$ cat src/rtl/iob_modcnt_sync_pkg.sv
// iob_modcnt_sync_pkg: shared tracker state encoding and modulo next() rule
package iob_modcnt_sync_pkg;

    typedef enum logic [1:0] {
        UNLOCKED = 2'd0,
        LOCKING  = 2'd1,
        LOCKED   = 2'd2
    } state_t;

    localparam int CNT_W = 8;
    localparam int MAX_W = 64;

    // Evaluated at w bits; mod == 0 makes mod-1 all-ones, i.e. a plain binary wrap
    function automatic logic [MAX_W-1:0] modcnt_next(input logic [MAX_W-1:0] x,
                                                     input logic [MAX_W-1:0] m,
                                                     input int unsigned w);
        logic [MAX_W-1:0] mask;
        mask = (w >= MAX_W) ? '1 : ((64'd1 << w) - 64'd1);
        return ((x & mask) == ((m - 64'd1) & mask)) ? '0 : ((x + 64'd1) & mask);
    endfunction

endpackage

$ cat src/rtl/iob_modcnt_next.sv
// iob_modcnt_next: combinational successor of a modulo-mod counter value
module iob_modcnt_next
    import iob_modcnt_sync_pkg::*;
#(
    parameter int DATA_W = 32
) (
    input  logic [DATA_W-1:0] x,
    input  logic [DATA_W-1:0] mod,
    output logic [DATA_W-1:0] y
);

    assign y = DATA_W'(modcnt_next(64'(x), 64'(mod), DATA_W));

endmodule

$ cat src/rtl/iob_modcnt_sync.sv
// iob_modcnt_sync: locks onto a received modulo-count stream and flags mismatches
module iob_modcnt_sync
    import iob_modcnt_sync_pkg::*;
#(
    parameter int DATA_W = 32,
    parameter int LOCK_N = 4,
    parameter int LOSS_N = 2
) (
    input  logic              clk,
    input  logic              arst,
    input  logic              rst,
    input  logic              en,
    input  logic [DATA_W-1:0] cnt_in,
    input  logic [DATA_W-1:0] mod,
    output logic [DATA_W-1:0] expected,
    output logic              locked,
    output logic              err,
    output logic              wrap,
    output logic [DATA_W-1:0] err_cnt
);

    localparam logic [DATA_W-1:0] ONE    = DATA_W'(1);
    localparam logic [CNT_W-1:0]  LOCK_C = CNT_W'(LOCK_N);
    localparam logic [CNT_W-1:0]  LOSS_C = CNT_W'(LOSS_N);

    state_t            state;
    logic [CNT_W-1:0]  match_cnt;
    logic [CNT_W-1:0]  miss_cnt;
    logic [DATA_W-1:0] nxt_in;
    logic [DATA_W-1:0] nxt_exp;
    logic              oor;
    logic              hit;

    iob_modcnt_next #(.DATA_W(DATA_W)) u_next_in  (.x(cnt_in),   .mod(mod), .y(nxt_in));
    iob_modcnt_next #(.DATA_W(DATA_W)) u_next_exp (.x(expected), .mod(mod), .y(nxt_exp));

    assign oor = (mod != '0) && (cnt_in >= mod);
    assign hit = cnt_in == expected;

    always_ff @(posedge clk or posedge arst) begin
        if (arst) begin
            state     <= UNLOCKED;
            expected  <= '0;
            locked    <= 1'b0;
            err       <= 1'b0;
            wrap      <= 1'b0;
            err_cnt   <= '0;
            match_cnt <= '0;
            miss_cnt  <= '0;
        end else if (rst) begin
            state     <= UNLOCKED;
            expected  <= '0;
            locked    <= 1'b0;
            err       <= 1'b0;
            wrap      <= 1'b0;
            err_cnt   <= '0;
            match_cnt <= '0;
            miss_cnt  <= '0;
        end else begin
            err  <= 1'b0;
            wrap <= 1'b0;
            if (en) begin
                case (state)
                    UNLOCKED: begin
                        if (!oor) begin
                            expected  <= nxt_in;
                            match_cnt <= CNT_W'(1);
                            state     <= LOCKING;
                        end
                    end
                    LOCKING: begin
                        if (hit) begin
                            expected  <= nxt_in;
                            match_cnt <= match_cnt + CNT_W'(1);
                            if (match_cnt + CNT_W'(1) == LOCK_C) begin
                                state    <= LOCKED;
                                locked   <= 1'b1;
                                miss_cnt <= '0;
                            end
                        end else if (!oor) begin
                            expected  <= nxt_in;
                            match_cnt <= CNT_W'(1);
                        end else begin
                            state     <= UNLOCKED;
                            match_cnt <= '0;
                        end
                    end
                    LOCKED: begin
                        // Flywheel: prediction advances whether or not the sample matched
                        expected <= nxt_exp;
                        if (hit) begin
                            miss_cnt <= '0;
                            wrap     <= cnt_in == mod - ONE;
                        end else begin
                            err     <= 1'b1;
                            err_cnt <= (&err_cnt) ? err_cnt : err_cnt + ONE;
                            if (miss_cnt + CNT_W'(1) == LOSS_C) begin
                                state     <= UNLOCKED;
                                locked    <= 1'b0;
                                match_cnt <= '0;
                                miss_cnt  <= '0;
                            end else begin
                                miss_cnt <= miss_cnt + CNT_W'(1);
                            end
                        end
                    end
                    default: begin
                        state  <= UNLOCKED;
                        locked <= 1'b0;
                    end
                endcase
            end
        end
    end

endmodule
$ cat config.mk
export PLATFORM = sky130hd
export DESIGN_NAME = iob_modcnt_sync
export DESIGN_NICKNAME = d
export VERILOG_FILES = /design/src/rtl/iob_modcnt_sync_pkg.sv /design/src/rtl/iob_modcnt_next.sv /design/src/rtl/iob_modcnt_sync.sv
export SDC_FILE = /design/constraint.sdc
export NUM_CORES = 1
export LEC_CHECK = 0
export BUFFER_PORTS_ARGS = -buffer_cell sky130_fd_sc_hd__buf_2
export CAP_MARGIN = 20
export CORE_MARGIN = 2
export CORE_UTILIZATION = 23
export DETAILED_ROUTE_END_ITERATION = 12
export PLACE_DENSITY_LB_ADDON = 0.1
export SETUP_SLACK_MARGIN = 0.05
export SLEW_MARGIN = 20
export SYNTH_ARGS = -nofsm -noshare
export SYNTH_HDL_FRONTEND = slang
export SYNTH_SLANG_ARGS = --single-unit
$ cat constraint.sdc
create_clock -name clk -period 2.95 [get_ports clk]
set_input_delay 0.59 -clock clk [delete_from_list [all_inputs] [get_ports clk]]
set_output_delay 0.59 -clock clk [all_outputs]
set_load 0.005 [all_outputs]
==> results by group, run 1 <==
Timing
  • Final Cycle Share: 115%
  • Worst Tran Pin Value: approximately 0.67 ns
  • RSZ-0062 raised after global routing: true
  • Slew Limit Fails: 0
  • Final Critical Period: approximately 3.4 ns
  • Final worst setup slack: -0.433 ns
  • Maximum clock frequency: roughly 300 MHz
  • Final hold violation count: 0
  • Slew headroom: 55.2%
  • Setup total negative slack: -12.52 ns
  • Final Skew: 0.00903 ns
  • Final setup viols: 35

Synthesis
  • Post-Syn Nets: ~1300
  • Sequential share of the synthesized area: 22.4%
  • Unique cell type count in the Yosys netlist: 77
  • Synth area leader: dfrtp_1
  • Count leader, synth: nand2_1
  • Ys Warns: 0
  • Average cell area after synthesis: 7.72 um2
  • Mapped Cells: 1230
  • Post-synth top cells: 111 x nand2_1, 105 x nor2_1, 85 x dfrtp_1, 79 x xnor2_1, 74 x clkbuf_1
  • Number of flops mapped to enable cells by yosys: 0
  • Synthesized area: approximately 0.0095 mm2
  • Synth top area share: 22.4%
  • FFs w/ async S/R, synth: 100%
  • Ranking of synthesized cells by area: dfrtp_1 22%, xnor2_1 7.3%, xor2_1 6.4%
  • #FFs+latches synth: 85
  • Post-synth top flop: dfrtp_1

Job
  • Max-cap viol count: 0

Final layout
  • Ratio of cells with drive above 1 in the final layout: between 40% and 50%
  • Finished Layout Cells: 2209
  • Area Growth Syn to Fin: 57.4%
  • Diodes inserted: 0
  • Final nets: between 1500 and 2000
  • Post-Layout Inst Area: 0.0150 mm2
  • Fin util: 36.6%

Setup path
  • CP Capture Point: expected[13]
  • Worst-path maximum fanout: 7
  • R2R Path Start: expected[6]
  • CP Capture Type: register
  • R2r endpoint: expected[28]
  • FF-to-FF path depth: 10
  • Worst Setup Path Type: in2reg
  • Critical path origin: mod[0]
  • CP Data Required Time: roughly 3.2 ns
  • Flop2flop setup slack: -0.03 ns
  • Startpoint types: input port
  • Crit path DAT: 3.62 ns

Run status
  • Failing checks: setup timing
  • Outcome: finished, violations left

Placement
  • Gpl congestion: 0.853
  • IO buf count: ~130
  • DP HPWL: 35300 um
  • Dpl cells: 2157
  • Placed inst area: 0.0134 mm2
  • Worst slack, placed: -1.14 ns

Power and ir drop
  • Cell Pwr Density: 275 mW/mm2
  • Leak: 6.70 nW
  • Worst vdd ir: 0.218 mV

Worst hold path
  • HP Class: in2async

Die
  • Chip width: 207 um
  • Io pins: 135
  • Initial Util: about a quarter
  • Die height: 207 um
  • Full die area: 0.0429 mm2
  • Core Footprint: 0.0408 mm2
  • Site Rows: 74

Routing
  • First-pass DRT Iterations: 5
  • Routed WL per cell: 19.6 um
  • Via density: 4.90
  • Vias: 10800
  • Antenna viol nets, final: 0
  • Residual DRC: 0
  • DRT Wirelength: 43200 um
  • Initial drt markers: about 650

Global routing
  • Vias in the first global route: ~11000
  • GR Util All Layers: 19.6%
  • First-pass GRT wire length: 64600 um
  • GR Overflow Total: 0
  • Initial antenna violation count: 0
  • Pin count of the biggest net entering global routing: 60

Clock network
  • CTS buffer count: 9
  • Root buf cell: clkbuf_16
  • H-tree depth: 3
  • Clk buf depth: 2
  • Later-pin clock latency in the skew report: 0.35 ns
  • CTS tree: built
  • CTS Sinks: 85
  • Worst-path clk slew: 0.07 ns
[layout by cell type (no fill, tap or decap), drive strengths merged, types with 6 or more instances in the layout]
master / netlist / final
and3: 22 / 22
xor2: 69 / 69
nand4: 42 / 42
nor4: 44 / 44
nor2b: 21 / 21
o31a: 7 / 7
or2: 13 / 13
o31ai: 11 / 11
o21a: 7 / 7
clkbuf: 74 / 13
xnor3: 6 / 6
inv: 56 / 56
and2: 22 / 22
or4: 15 / 15
or3: 15 / 15
nor2: 105 / 105
o21ai: 67 / 67
a21o: 8 / 8
buf: 16 / 520
ha: 42 / 42
a31oi: 6 / 6
o211ai: 30 / 30
nand2b: 10 / 10
xnor2: 80 / 80
and4: 9 / 9
o2111ai: 9 / 9
nor3: 46 / 46
a211oi: 6 / 6
nor4b: 7 / 7
a32oi: 6 / 6
nand2: 112 / 112
a21oi: 31 / 31
nand3: 65 / 65
dfrtp: 85 / 85
[flip-flops by register name (all words and copies together) (netlist names)]
name and count:
miss_cnt 8, match_cnt 8, locked 1, err_cnt 32, state 2, expected 32, err 1, wrap 1
[stage by stage]
step,total power [mW],hold slack (ns)
2_1_floorplan,1.91,0.467
3_3_place_gp,2.65,0.487
3_5_place_dp,2.65,0.499
4_1_cts,4.06,0.251
5_1_grt,4.30,0.271
6_report,4.11,0.241
[cell families (layout without fill, tap and decap cells)]
logic type	Yosys count	in the layout	share of synthesized area [%]
simple gates	563	563	32.1
compound gates	234	234	17.8
xor+xnor	155	155	15.2
buf+inv	146	593	6.43
flops	85	85	22.4
fa+ha+maj	42	42	5.53
mux	5	5	0.553
[layer usage]
metal  part of all wire, %  global-route usage [%]  vias to the layer above
met1                    47                    26.6                     5177
met5                     0                       0                        -
met2                    47                    32.2                      258
li1                      -                       -                     5330
met4                   3.7                    7.49                        0
met3                   2.6                    1.51                       55
[worst max-delay path, stage by stage]
cell,delay [ns]
buf_8,0.11
inv_4,0.05
ha_4,0.12
or4b_4,0.54
buf_6,0.18
nor4_4,0.20
xnor2_2,0.12
xnor2_2,0.25
o2111ai_1,0.14
a211o_1,0.28
or4_4,0.59
buf_12,0.17
a32oi_1,0.17
nand3_1,0.09
[final cells by class]
| cell class | instances | area (um2) |
|---|---|---|
| Tap cell | 532 | 666 |
| Clock buffer | 12 | 256 |
| Multi-Input combinational cell | 999 | 7640 |
| Inverter | 56 | 220 |
| Clock inverter | 4 | 70.1 |
| Fill cell | 4252 | 25900 |
| Timing Repair Buffer | 521 | 3970 |
| Sequential cell | 85 | 2130 |
[what timing repair did]
action,in CTS,in global routing
hold buffers,0,0
resized for setup,101,119
gates cloned,1,1
hold endpoints to repair,0,0
setup buffers,16,19
pin swaps,55,62
endpoints found under the setup margin,52,71
[how the worst min path moves through the flow]
| stage | from | endpoint | cells after the start |
|---|---|---|---|
| 4_1_cts | arst | expected[5] | 2 |
| 5_1_grt | arst | expected[5] | 2 |
| 6_report | arst | expected[5] | 2 |
| 3_3_place_gp | match_cnt[1] | match_cnt[1] | 2 |
| 2_1_floorplan | match_cnt[1] | match_cnt[1] | 2 |
| 3_5_place_dp | match_cnt[1] | match_cnt[1] | 2 |
[report_power, final]
group	switching, mW	internal, mW
logic	0.837	0.720
clock network	0.524	0.788
registers	0.0371	1.20
No activity file was read; power rests on OpenSTA's default activity.
==> run 2, diff against run 1 <==
--- a/config.mk
+++ b/config.mk
@@ -7,6 +7,8 @@
 export LEC_CHECK = 0
 export BUFFER_PORTS_ARGS = -buffer_cell sky130_fd_sc_hd__buf_2
 export CAP_MARGIN = 20
+export CELL_PAD_IN_SITES_DETAIL_PLACEMENT = 1
+export CELL_PAD_IN_SITES_GLOBAL_PLACEMENT = 1
 export CORE_MARGIN = 2
 export CORE_UTILIZATION = 23
 export DETAILED_ROUTE_END_ITERATION = 12
==> run 2 against run 1 <==
Net effect:
- the flow still finishes with violations (setup timing)
- largest cell class unchanged
- largest power group unchanged
- highest routed layer unchanged
- critical path depth grew 4
- setup slack lost 0.21 ns
- core utilization shrank 0.37 points
==> results by group, run 2 (synthesis results as in run 1) <==
Run status
  • Outcome: finished, violations left (unchanged)
  • Failing checks: setup timing (unchanged)

Power and ir drop
  • Clock power frac: 29.5% (was 31.9%)
  • Sw power: 1.38 mW (was 1.40 mW)
  • Combinational share of power: 39.0% (was 37.9%)
  • Worst vdd ir: 0.266 mV (was 0.218 mV)
  • Leak: 6.64 nW (was 6.70 nW)
  • Internal power: 2.55 mW (was 2.71 mW)
  • Switch share: 35.1% (was 34.0%)
  • Seq pwr share: 31.5% (was 30.2%)
  • Cell Pwr Density: 265 mW/mm2 (was 275 mW/mm2)

Routing
  • First-pass DRT Iterations: 5 (unchanged)
  • Residual DRC: 0 (unchanged)
  • Initial drt markers: 525 (was 649)
  • Via density: 5.02 (was 4.90)
  • Routed WL per cell: 21.6 um (was 19.6 um)
  • Antenna viol nets, final: 0 (unchanged)
  • Vias: 11100 (was 10800)
  • DRT Wirelength: 47600 um (was 43200 um)

Placement
  • Gpl congestion: 0.850 (was 0.853)
  • DP HPWL: 37900 um (was 35300 um)
  • IO buf count: 134 (unchanged)
  • Dpl cells: 2144 (was 2157)
  • Placed inst area: 0.0132 mm2 (was 0.0134 mm2)
  • Worst slack, placed: -1.45 ns (was -1.14 ns)

Timing
  • Final Skew: 0.00956 ns (was 0.00903 ns)
  • RSZ-0062 raised after global routing: true (unchanged)
  • Hold Slack: 0.224 ns (was 0.241 ns)
  • Slew Limit Fails: 0 (unchanged)
  • Final hold violation count: 0 (unchanged)
  • Slew headroom: 55.6% (was 55.2%)
  • Maximum clock frequency: 279 MHz (was 296 MHz)
  • Final worst setup slack: -0.639 ns (was -0.433 ns)
  • Final Critical Period: 3.59 ns (was 3.38 ns)
  • Final Cycle Share: 122% (was 115%)
  • Final setup viols: 38 (was 35)
  • Worst Tran Pin Value: 0.660 ns (was 0.666 ns)

Global routing
  • First-pass GRT wire length: 71300 um (was 64600 um)
  • Initial antenna violation count: 0 (unchanged)
  • GR Overflow Total: 0 (unchanged)
  • GR Util All Layers: 21.5% (was 19.6%)
  • Pin count of the biggest net entering global routing: 59 (was 60)
  • Vias in the first global route: 11600 (was 10700)

Die
  • Die height: 207 um (unchanged)
  • Full die area: 0.0429 mm2 (unchanged)
  • Site Rows: 74 (unchanged)
  • Io pins: 135 (unchanged)
  • Initial Util: 23.3% (unchanged)
  • Chip width: 207 um (unchanged)
  • Core Footprint: 0.0408 mm2 (unchanged)

Setup path
  • Worst Setup Path Type: in2reg (unchanged)
  • CP max stage cell: nor4b_4 (was or4_4)
  • Crit path DAT: 3.82 ns (was 3.62 ns)
  • FF-to-FF path depth: 11 (was 10)
  • Most frequent CP cell: buf_4 (was xnor2_2)
  • CP Data Required Time: 3.18 ns (was 3.19 ns)
  • Crit path max-delay family: buffers and inverters (was simple AND/OR/NAND/NOR gates)
  • Worst Path Buf+Inv: 9 (was 4)
  • Startpoint types: input port (unchanged)
  • Instance count on the critical path: 18 (was 14)
  • CP cell instances: buf_4 -> nor4_4 -> buf_4 -> nand4_1 -> buf_4 -> buf_12 -> buf_6 -> o211a_1 -> nor4b_4 -> nand4_1 -> buf_4 -> nor4_4 -> buf_4 -> a21oi_4 -> buf_12 -> buf_16 -> a22oi_2 -> nand3_1 (was buf_8 -> inv_4 -> ha_4 -> or4b_4 -> buf_6 -> nor4_4 -> xnor2_2 -> xnor2_2 -> o2111ai_1 -> a211o_1 -> or4_4 -> buf_12 -> a32oi_1 -> nand3_1)
  • Biggest cell delay along the critical path: 0.34 ns (was 0.59 ns)
  • Worst-path maximum fanout: 6 (was 7)
  • CP Capture Type: register (unchanged)

Clock network
  • CTS tree: built (unchanged)
  • CTS buffer count: 9 (unchanged)
  • H-tree depth: 3 (unchanged)
  • Worst-path clk slew: 0.06 ns (was 0.07 ns)
  • Clk buf depth: 2 (unchanged)
  • Later-pin clock latency in the skew report: 0.35 ns (about the same)
  • CTS Sinks: 85 (unchanged)
  • Root buf cell: clkbuf_16 (unchanged)

Final layout
  • Commonest non-fill, non-tap cells in the layout: 347 x buf_4, 127 x buf_2, 110 x nand2_1 (was 342 x buf_4, 128 x buf_2, 109 x nand2_1)
  • Area of the multi-input gates: 0.00760 mm2 (was 0.00764 mm2)
  • Diodes inserted: 0 (unchanged)
  • Area Growth Syn to Fin: 55.8% (was 57.4%)
  • Post-Layout Inst Area: 0.0148 mm2 (was 0.0150 mm2)
  • Top Registers: err_cnt x32, expected x32 (unchanged)
  • Commonest non-fill, non-tap cell in the layout: buf_4 (unchanged)
  • Storage element area: 0.00213 mm2 (about the same)
  • Finished Layout Cells: 2204 (was 2209)
  • Fin util: 36.3% (was 36.6%)
  • Ratio of cells with drive above 1 in the final layout: 41.5% (was 42.2%)
  • Fillers: 4820 (was 4252)
  • Final nets: 1779 (was 1782)

Job
  • Max-cap viol count: 0 (unchanged)

Worst hold path
  • HP Class: in2async (unchanged)
## run 2: changes by cell type in the layout (fill, tap and decap cells not counted), sizes merged
cell,change
clkbuf,+1
a21oi,+1
bufinv,-1
buf,-8
inv,-1
nand2,+3
## run 2: what timing repair did
item | in CTS | in global routing
setup buffers | 15 | 22
hold buffers | 0 | 0
setup endpoints to repair | 52 | 67
pin swaps | 35 | 63
cloned | 5 | 5
gates resized for setup | 103 | 105
## run 2: final cells by class
class                           count  share of cell area, %
Timing Repair Buffer              514                   26.4
Clock inverter                      2                  0.237
Multi-Input combinational cell   1003                   51.3
Sequential cell                    85                   14.4
Inverter                           56                   1.56
Tap cell                          532                   4.50
Clock buffer                       12                   1.67
## run 2: power groups by stage
| stage | Sequential (mW) | Combinational, mW | Clock, mW |
|---|---|---|---|
| floorplan | 1.26 | 0.655 | 0 |
| global placement | 1.26 | 1.38 | 0 |
| detailed placement | 1.26 | 1.40 | 0 |
| CTS | 1.24 | 1.47 | 1.21 |
| global route | 1.24 | 1.65 | 1.25 |
| finish | 1.24 | 1.53 | 1.16 |
## run 2: final timing paths
| path | start | endpoint | slack [ns] |
|---|---|---|---|
| min in group clk | match_cnt[1] | match_cnt[1] | 0.52 |
| hold reg to reg | match_cnt[1] | match_cnt[1] | 0.52 |
| setup / recovery | mod[2] | expected[3] | -0.64 |
| hold / removal | arst | err_cnt[23] | 0.22 |
| setup reg to reg | expected[6] | expected[31] | -0.12 |
| max in group asynchronous | arst | expected[7] | 2.02 |
## run 2: routing by layer
layer	part of all wire [%]	routed length (um)	track usage, %
met5	0	0	0
met4	2.9	1370	6.97
met3	2.2	1030	1.62
met2	49	23300	37.2
met1	46	21900	28.3
## run 2: metrics by stage
step	total power, mW	TNS, ns
floorplan	1.91	-18.31
global placement	2.64	-59.59
detailed placement	2.65	-60.88
CTS	3.91	-16.65
global route	4.14	-20.60
finish	3.93	-17.65
==> run 3, diff against run 2 <==
--- a/config.mk
+++ b/config.mk
@@ -9,6 +9,7 @@
 export CAP_MARGIN = 20
 export CELL_PAD_IN_SITES_DETAIL_PLACEMENT = 1
 export CELL_PAD_IN_SITES_GLOBAL_PLACEMENT = 1
+export CORE_ASPECT_RATIO = 1.4
 export CORE_MARGIN = 2
 export CORE_UTILIZATION = 23
 export DETAILED_ROUTE_END_ITERATION = 12
==> run 3 against run 2 <==
Net effect:
- the run still ends with setup timing left
- first-iteration DRC count rose by 2.3%
- sequential share of layout area rose by 0.36 points
- power rose by 4.0%
- hold slack improved by 0.062 ns
- largest power group unchanged
- critical path depth fell by 5
- cell area fell by 2.5%
- count of clock-buffer cells in the layout fell by 3
- critical endpoint unchanged
- non-clock buffer count fell by 12
==> results by group, run 3 (synthesis results as in run 1) <==
Global routing
  • GR Overflow Total: 0 (unchanged)
  • Initial antenna violation count: 0 (unchanged)
  • Pin count of the biggest net entering global routing: 40 (was 59)
  • First-pass GRT wire length: 69900 um (was 71300 um)
  • Vias in the first global route: 11600 (about the same)
  • GR Util All Layers: 21.5% (about the same)

Clock network
  • Clk buf depth: 2 (unchanged)
  • Root buf cell: clkbuf_16 (unchanged)
  • CTS buffer count: 9 (unchanged)
  • H-tree depth: 3 (unchanged)
  • Worst-path clk slew: 0.07 ns (was 0.06 ns)
  • CTS tree: built (unchanged)
  • Later-pin clock latency in the skew report: 0.36 ns (was 0.35 ns)
  • CTS Sinks: 85 (unchanged)

Power and ir drop
  • Sw power: 1.45 mW (was 1.38 mW)
  • Switch share: 35.5% (was 35.1%)
  • Leak: 6.50 nW (was 6.64 nW)
  • Clock power frac: 32.3% (was 29.5%)
  • Seq pwr share: 30.3% (was 31.5%)
  • Worst vdd ir: 0.278 mV (was 0.266 mV)
  • Final Power: 4.08 mW (was 3.93 mW)
  • Internal power: 2.63 mW (was 2.55 mW)
  • Combinational share of power: 37.4% (was 39.0%)
  • Cell Pwr Density: 283 mW/mm2 (was 265 mW/mm2)

Setup path
  • CP max stage cell: or4_4 (was nor4b_4)
  • Worst-path maximum fanout: 6 (unchanged)
  • CP cell instances: buf_8 -> or4_4 -> nor4_4 -> buf_4 -> nand3_4 -> o32ai_2 -> nor2_2 -> or3_1 -> or4_4 -> buf_12 -> buf_4 -> nand3_1 -> nand3_1 (was buf_4 -> nor4_4 -> buf_4 -> nand4_1 -> buf_4 -> buf_12 -> buf_6 -> o211a_1 -> nor4b_4 -> nand4_1 -> buf_4 -> nor4_4 -> buf_4 -> a21oi_4 -> buf_12 -> buf_16 -> a22oi_2 -> nand3_1)
  • Biggest cell delay along the critical path: 0.60 ns (was 0.34 ns)
  • Worst Setup Path Type: in2reg (unchanged)
  • CP Data Required Time: 3.20 ns (was 3.18 ns)
  • Crit path DAT: 3.68 ns (was 3.82 ns)
  • CP Capture Type: register (unchanged)
  • Startpoint types: input port (unchanged)

Final layout
  • Top Registers: err_cnt x32, expected x32 (unchanged)
  • Commonest non-fill, non-tap cells in the layout: 346 x buf_4, 130 x buf_2, 110 x nand2_1 (was 347 x buf_4, 127 x buf_2, 110 x nand2_1)
  • Diodes inserted: 0 (unchanged)
  • Commonest non-fill, non-tap cell in the layout: buf_4 (unchanged)
  • Post-Layout Inst Area: 0.0144 mm2 (was 0.0148 mm2)
  • Area Growth Syn to Fin: 52.0% (was 55.8%)
  • Ratio of cells with drive above 1 in the final layout: 39.7% (was 41.5%)
  • Final nets: 1765 (was 1779)

Routing
  • DRT Wirelength: 46900 um (was 47600 um)
  • Initial drt markers: 537 (was 525)
  • First-pass DRT Iterations: 4 (was 5)
  • Routed WL per cell: 21.3 um (was 21.6 um)
  • Antenna viol nets, final: 0 (unchanged)
  • Via density: 4.97 (was 5.02)
  • Residual DRC: 0 (unchanged)
  • Vias: 10900 (was 11100)

Die
  • Core Footprint: 0.0410 mm2 (was 0.0408 mm2)
  • Io pins: 135 (unchanged)
  • Site Rows: 88 (was 74)
  • Chip width: 176 um (was 207 um)
  • Die height: 244 um (was 207 um)
  • Initial Util: 23.2% (was 23.3%)
  • Full die area: 0.0430 mm2 (was 0.0429 mm2)

Timing
  • Final Skew: 0.00801 ns (was 0.00956 ns)
  • Final Cycle Share: 116% (was 122%)
  • Hold Slack: 0.286 ns (was 0.224 ns)
  • Final Critical Period: 3.43 ns (was 3.59 ns)
  • RSZ-0062 raised after global routing: true (unchanged)
  • Maximum clock frequency: 291 MHz (was 279 MHz)
  • Slew headroom: 50.5% (was 55.6%)
  • Final hold violation count: 0 (unchanged)
  • Worst Tran Pin Value: 0.734 ns (was 0.660 ns)
  • Slew Limit Fails: 0 (unchanged)
  • Final setup viols: 39 (was 38)
  • Final worst setup slack: -0.481 ns (was -0.639 ns)

Placement
  • IO buf count: 134 (unchanged)
  • Placed inst area: 0.0132 mm2 (about the same)
  • DP HPWL: 38600 um (was 37900 um)
  • Gpl congestion: 0.920 (was 0.850)

Job
  • Max-cap viol count: 0 (unchanged)

Worst hold path
  • HP Class: in2async (unchanged)

Run status
  • Outcome: finished, violations left (unchanged)
  • Failing checks: setup timing (unchanged)
==> run 3: changes by cell type in the layout (fill, tap and decap cells not counted), moves of 5 or more <==
cell     before  now
o21ai_2      25    6
nand3_1      55   62
o21ai_0      31   46
nor4_1       23   29
buf_12       14    9
nand3_2       8    1
==> run 3: path summary, 6_finish.rpt <==
check	from	end	slack, ns	cells after the start
setup / recovery	mod[3]	expected[3]	-0.48	13
hold / removal	arst	err_cnt[23]	0.29	2
setup reg to reg	expected[6]	expected[31]	-0.13	11
hold reg to reg	locked	locked	0.52	2
max in group asynchronous	arst	miss_cnt[6]	2.03	3
min in group clk	locked	locked	0.52	2
==> run 3: per-stage QoR <==
stage	std cells	utilization, %	setup slack, ns	TNS (ns)
floorplan	1230	-	-0.589	-18.31
global placement	2157	32.2	-1.03	-48.22
detailed placement	2157	32.2	-1.06	-50.72
CTS	2189	34.3	-0.440	-12.95
global route	2200	35.3	-0.532	-17.02
finish	2200	35.3	-0.481	-14.50
==> run 3: cell type report <==
cell class	count	area (um2)
clock buffers	9	225
multi-input cells	1001	7460
clock inverters	7	105
fillers	5009	26500
inverters	56	220
well taps	540	676
flip-flops and latches	85	2130
repair buffers	502	3630
==> run 3: layer usage <==
metal  vias up  share of wire, %  global-route usage [%]
li1       5278                 -                       -
met1      5418                41                    25.4
met2       184                53                    40.5
met3        62               1.9                    1.51
met4         0               3.8                    7.75
met5         -                 0                       0
==> run 3: power by group through the flow <==
stage,Clock (mW),Combinational (mW),Sequential (mW)
after global placement,0,1.40,1.26
after detailed placement,0,1.41,1.26
after global routing,1.41,1.64,1.24
final,1.32,1.53,1.24
after CTS,1.37,1.49,1.24
after floorplan,0,0.655,1.26
==> run 3: what timing repair did <==
action                                  4_1_cts  5_1_grt
gates resized for setup                      89       61
endpoints found under the setup margin       52       54
hold buffers                                  0        0
endpoints found under the hold margin         0        0
setup buffers                                16        9
gates cloned                                  1        2
pin swaps                                    50       15
==> run 3: worst max-delay path, delay by kind of cell <==
family                 cells  cell delay [ns]
buffers and inverters      4             0.59
AND/OR/NAND/NOR            8             2.25
AO/OA/AOI/OAI              1             0.23
